--- config.mk ---
export PLATFORM = sky130hd
export DESIGN_NAME = bsg_manycore_net_port_arbiter
export DESIGN_NICKNAME = d
export VERILOG_FILES = /design/src/rtl/bsg_manycore_net_port_arbiter.sv
export SDC_FILE = /design/constraint.sdc
export NUM_CORES = 1
export LEC_CHECK = 0
export CORE_AREA = 2 2 135 137
export CTS_CLUSTER_DIAMETER = 30
export DETAILED_ROUTE_END_ITERATION = 6
export DIE_AREA = 0 0 137 139
export PLACE_DENSITY_LB_ADDON = 0.12
export SYNTH_ARGS = -nofsm -noshare
export SYNTH_HDL_FRONTEND = slang
export SYNTH_SLANG_ARGS = --single-unit
export TNS_END_PERCENT = 10
--- constraint.sdc ---
create_clock -name clk_i -period 3.9 [get_ports clk_i]
set_input_delay 0.585 -clock clk_i [delete_from_list [all_inputs] [get_ports clk_i]]
set_output_delay 0.585 -clock clk_i [all_outputs]
set_load 0.01 [all_outputs]
--- src/rtl/bsg_manycore_net_port_arbiter.sv ---
// Network port arbiter: picks one valid input per cycle into a single output register.
// Round-robin over the active inputs of the topology; fixed priority for crossbar.
`ifndef BSG_SAFE_CLOG2
`define BSG_SAFE_CLOG2(x) (((x) > 1) ? $clog2(x) : 1)
`endif

package bsg_manycore_net_pkg;
    typedef enum logic [2:0] {
        e_network_mesh,
        e_network_torus,
        e_network_half_ruche_x,
        e_network_full_ruche,
        e_network_crossbar,
        e_network_max_val
    } bsg_manycore_network_cfg_e;
endpackage

module bsg_manycore_net_port_arbiter
    import bsg_manycore_net_pkg::*;
#(
    parameter bsg_manycore_network_cfg_e network_cfg_p = e_network_mesh,
    parameter int width_p  = 32,
    parameter int num_in_p = 9
) (
    input  logic                                  clk_i,
    input  logic                                  reset_n_i,
    input  logic [num_in_p-1:0]                   v_i,
    input  logic [num_in_p*width_p-1:0]           data_i,
    output logic [num_in_p-1:0]                   yumi_o,
    output logic                                  v_o,
    output logic [width_p-1:0]                    data_o,
    input  logic                                  ready_i,
    output logic [`BSG_SAFE_CLOG2(num_in_p)-1:0]  grant_id_o
);
    localparam int lg_num_in_lp = `BSG_SAFE_CLOG2(num_in_p);
    localparam int active_lp =
        (network_cfg_p == e_network_half_ruche_x) ? 7 :
        (network_cfg_p == e_network_full_ruche)   ? 9 :
        (network_cfg_p == e_network_crossbar)     ? num_in_p : 5;
    localparam bit rr_lp = (network_cfg_p != e_network_crossbar);

    if (network_cfg_p == e_network_max_val) begin : g_bad_cfg
        $error("bsg_manycore_net_port_arbiter: e_network_max_val is not a valid network_cfg_p");
    end
    if (num_in_p < active_lp) begin : g_bad_num_in
        $error("bsg_manycore_net_port_arbiter: num_in_p smaller than active input count");
    end

    logic                    v_q, v_d;
    logic [width_p-1:0]      data_q;
    logic [lg_num_in_lp-1:0] gid_q, gid_d;
    logic [lg_num_in_lp-1:0] ptr_q, ptr_d;

    logic [num_in_p-1:0]     v_act;
    logic [lg_num_in_lp-1:0] win;
    logic                    found;
    logic                    open;
    logic                    grant;
    int                      idx;

    always_comb begin
        v_act = '0;
        for (int i = 0; i < num_in_p; i++) begin
            v_act[i] = (i < active_lp) ? v_i[i] : 1'b0;
        end
    end

    // Scan active inputs starting at ptr (or at 0 for crossbar), wrapping at the active count.
    always_comb begin
        found = 1'b0;
        win   = '0;
        idx   = 0;
        for (int k = 0; k < active_lp; k++) begin
            idx = rr_lp ? (int'(ptr_q) + k) : k;
            if (idx >= active_lp) idx = idx - active_lp;
            if (!found && v_act[idx]) begin
                found = 1'b1;
                win   = idx[lg_num_in_lp-1:0];
            end
        end
    end

    assign open  = !v_q || ready_i;
    assign grant = reset_n_i && open && found;

    always_comb begin
        yumi_o = '0;
        if (grant) yumi_o[win] = 1'b1;
    end

    always_comb begin
        v_d   = v_q;
        gid_d = gid_q;
        ptr_d = ptr_q;
        if (grant) begin
            v_d   = 1'b1;
            gid_d = win;
            if (rr_lp) ptr_d = (int'(win) == active_lp - 1) ? '0 : win + 1'b1;
        end else if (ready_i) begin
            v_d = 1'b0;
        end
    end

    always_ff @(posedge clk_i or negedge reset_n_i) begin
        if (!reset_n_i) begin
            v_q   <= 1'b0;
            gid_q <= '0;
            ptr_q <= '0;
        end else begin
            v_q   <= v_d;
            gid_q <= gid_d;
            ptr_q <= ptr_d;
        end
    end

    // Payload is meaningless while v_o=0, so it carries no reset.
    always_ff @(posedge clk_i) begin
        if (grant) data_q <= data_i[int'(win)*width_p +: width_p];
    end

    assign v_o        = v_q;
    assign data_o     = data_q;
    assign grant_id_o = gid_q;

    a_yumi_onehot: assert property (@(posedge clk_i) disable iff (!reset_n_i) $onehot0(yumi_o))
        else $error("yumi_o has more than one bit set: %b", yumi_o);

endmodule

==> metrics.cfg, run 1 <==
[status]
status = complete, but fails checks
violations = setup timing

[cts]
insertion_delay_ns = 0.30
htree_num_levels = 2
numCtsBuffers = 5
cts-root-buf = clkbuf_16
cts.sinks = 41
tritoncts = yes
clockBufferDepth = 2
clkSlewWorstSetupHoldPaths_ns = 0.06

[grt]
track_usage_pct = 20.2
grt_pass1_wl_um = 29800
grt_max_degree = 35
grt-ovfl-total = 0
grt_pass1_vias = 5385
antenna_found_initial = 0

[yosys]
synthCells = 507
yosysMostFrequentCell = nand3_1
ys_seq_area_share_pct = 26.4
synth_common_cells = nand3_1, mux2i_1, o21ai_0
synth_edf_count = 32
yosysWarningCount = 0
syn_area_um2 = 4490
ys_seq_elements = 41
synth_top_area_cell = edfxtp_1
synth-main-ff-cell = edfxtp_1
synth_cell_type_count = 72
syn_avg_cell_area_um2 = 8.86
synth_async_sr_flop_share_pct = 22.0
synth_nets = 827
synth_top_area_share_pct = 21.4
netlist_top_cells_area = edfxtp_1, mux2i_1, nand3_1, a21bo_1, ha_1

[setup_path]
worstSetupStartpointType = flip-flop
critical_path_class = flip-flop to primary output
cpMaxStageDelayCell = dfrtp_1
crit_top_cell = ha_4
path_cells = buf_6 > ha_4 > inv_4 > ha_4 > a21bo_4 > a211o_1 > and2_4 > mux2i_4 > o311a_4 > a31o_4 > o211a_1 > or2_4 > inv_4 > ha_4 > and2_4 > buf_6
critPathTopFamily = compound AO/OA/AOI/OAI gates
cpPeakStageDelay_ns = 0.42
critPathCaptureType = primary output
required_ns = 3.31
cp_max_fo = 5
crit_buf_inv = 4
worstPathArrival_ns = 3.58

[detailed_routing]
vias = 5213
first_pass_iters = 6
routed_wl_um = 19400
vias_per_cell = 5.03
ant_nets = 0
wl_per_cell_um = 18.7
drcViolationCount = 0
drtIter0Drc = 306

[sta]
timing.final.crit_share_pct = 107
period_minus_slack_ns = 4.17
worst_slack_ns = -0.269
setup_tns_ns = -2.11
final-hold-violation-count = 0
finClkSkew_ns = 0.0111
rsz0062_at_grt = yes
finalMaxSlewViolations = 0
setup_viol = 14
relSlewSlack_pct = 66.6
timing.fmax_mhz = 240
worstMarginPinSlew_ns = 0.500

[min_path]
min-delay-path-class = flip-flop to flip-flop

[cells_and_area]
multi_input_area_um2 = 3610
final_nets = 1126
antenna_cells = 0
drive_above_1_share_pct = 29.9
fillCellCount = 1655
design_area_um2 = 8450
seqCellArea_um2 = 1190
finalNonFillerCells = 1036
area_delta_synth_final_pct = 88.0

[placement]
place_area_um2 = 7610
gp_congestion = 0.892
place_ws_ns = -0.702
portBuffers = 212
dp_hpwl_um = 14600
dpl.cell_count = 1004

[floorplan]
rows = 49
die_x_um = 137
die_area_um2 = 19000
io_pins = 346
design.core.area_um2 = 17700
initial_core_util_pct = 25.4
die_y_um = 139

[flow_run]
drv_cap = 0

[worst paths after layout]
check                      cells past startpoint                        end                       from  slack [ns]
setup / recovery                              16                  yumi_o[7]       ptr_q[2]$_DFFE_PN0P_       -0.27
hold / removal                                 1  grant_id_o[3]$_DFFE_PN0P_  grant_id_o[3]$_DFFE_PN0P_        0.49
setup reg to reg                              13        data_o[0]$_DFFE_PP_       ptr_q[1]$_DFFE_PN0P_       -0.03
hold reg to reg                                1  grant_id_o[3]$_DFFE_PN0P_  grant_id_o[3]$_DFFE_PN0P_        0.49
max in group asynchronous                      2       ptr_q[1]$_DFFE_PN0P_                  reset_n_i        3.05
min in group asynchronous                      2  grant_id_o[1]$_DFFE_PN0P_                  reset_n_i        0.70
[layer usage]
layer	vias up	wire [um]	track usage, %
li1	2518	-	-
met1	2469	7920	25.2
met2	199	9820	35.3
met3	27	1280	4.24
met4	0	391	4.94
met5	-	0	0
[flip-flops by register name (all words and copies together) (netlist names)]
| name | flops |
|---|---|
| grant_id_o | 4 |
| ptr_q | 4 |
| data_o | 32 |
| v_o | 1 |
[worst reg2reg max path, delay by kind of cell, from the launching register on]
family	cells	cell delay, ns
AO/OA/AOI/OAI	4	1.14
AND/OR/NAND/NOR	4	1.04
multiplexers	1	0.48
flip-flops	1	0.45
buffers and inverters	3	0.43
adder cells (fa/ha/maj)	1	0.23
[stage by stage]
step	hold slack [ns]	util, %
2_1_floorplan	0.289	-
3_3_place_gp	0.472	43.1
3_5_place_dp	0.475	43.1
4_1_cts	0.495	46.5
5_1_grt	0.509	47.8
6_report	0.487	47.8
[cells by family after synthesis]
group | count (synthesis) | share of synthesized area, %
and+or+nand+nor | 168 | 20.2
AOI/OAI and AO/OA | 166 | 28.9
buffers and inverters | 55 | 5.88
muxes | 48 | 11.4
DFF | 41 | 26.4
adders and majority gates | 20 | 5.57
xor gates and xnor gates | 8 | 1.56
other | 1 | 0.0835
[timing repair]
action,CTS,global route
cloned,1,0
buffers inserted,14,9
gates resized for setup,111,30
hold buffers,0,0
setup endpoints to repair,40,40
pin swaps,23,23
[cell type report]
class	count	area share (%)
Timing Repair Buffer	334	37.4
Tap cell	229	3.39
Clock inverter	3	0.207
Sequential cell	41	14.1
Inverter	12	0.726
Clock buffer	5	1.48
Multi-Input combinational cell	412	42.8
[cells in the final DEF (no fill, tap or decap), types with 3 or more instances in the layout]
| cell | count |
|---|---|
| o211a_1 | 3 |
| buf_12 | 5 |
| a21bo_1 | 30 |
| nor2_1 | 16 |
| nor2b_1 | 4 |
| nand2_1 | 21 |
| nor3_1 | 3 |
| clkbuf_16 | 5 |
| xor2_1 | 4 |
| o21ai_1 | 3 |
| a21oi_2 | 3 |
| ha_4 | 12 |
| o211ai_1 | 26 |
| clkdlybuf4s50_1 | 204 |
| edfxtp_1 | 32 |
| nand3_1 | 70 |
| o211ai_2 | 10 |
| o21ai_0 | 38 |
| buf_8 | 3 |
| ha_1 | 6 |
| dfrtp_1 | 8 |
| a21oi_1 | 9 |
| nor2b_4 | 3 |
| mux2i_1 | 39 |
| inv_1 | 5 |
| buf_6 | 16 |
| nand2b_4 | 4 |
| and2_4 | 8 |
| buf_4 | 104 |
| nand2b_1 | 4 |
| mux2_2 | 3 |
| inv_4 | 4 |
| and2_1 | 3 |
| o21bai_1 | 3 |
Power of run 1 is not shown: default switching activity piles up to over one toggle a cycle in this logic, so the estimate is an artifact.
==> run 2: changes to the inputs <==
--- a/config.mk
+++ b/config.mk
@@ -5,6 +5,7 @@
 export SDC_FILE = /design/constraint.sdc
 export NUM_CORES = 1
 export LEC_CHECK = 0
+export ABC_CLOCK_PERIOD_IN_PS = 3900
 export CORE_AREA = 2 2 135 137
 export CTS_CLUSTER_DIAMETER = 30
 export DETAILED_ROUTE_END_ITERATION = 6
==> results of run 2 <==
Same layout as run 1: the final DEF is identical, and so are final timing and power.
Power of run 2 is left out for the same reason.
==> run 3: changes to the inputs <==
--- a/config.mk
+++ b/config.mk
@@ -5,7 +5,6 @@
 export SDC_FILE = /design/constraint.sdc
 export NUM_CORES = 1
 export LEC_CHECK = 0
-export ABC_CLOCK_PERIOD_IN_PS = 3900
 export CORE_AREA = 2 2 135 137
 export CTS_CLUSTER_DIAMETER = 30
 export DETAILED_ROUTE_END_ITERATION = 6
==> results of run 3 <==
Same layout as run 1: the final DEF is identical, and so are final timing and power.
Power of run 3 is left out for the same reason.
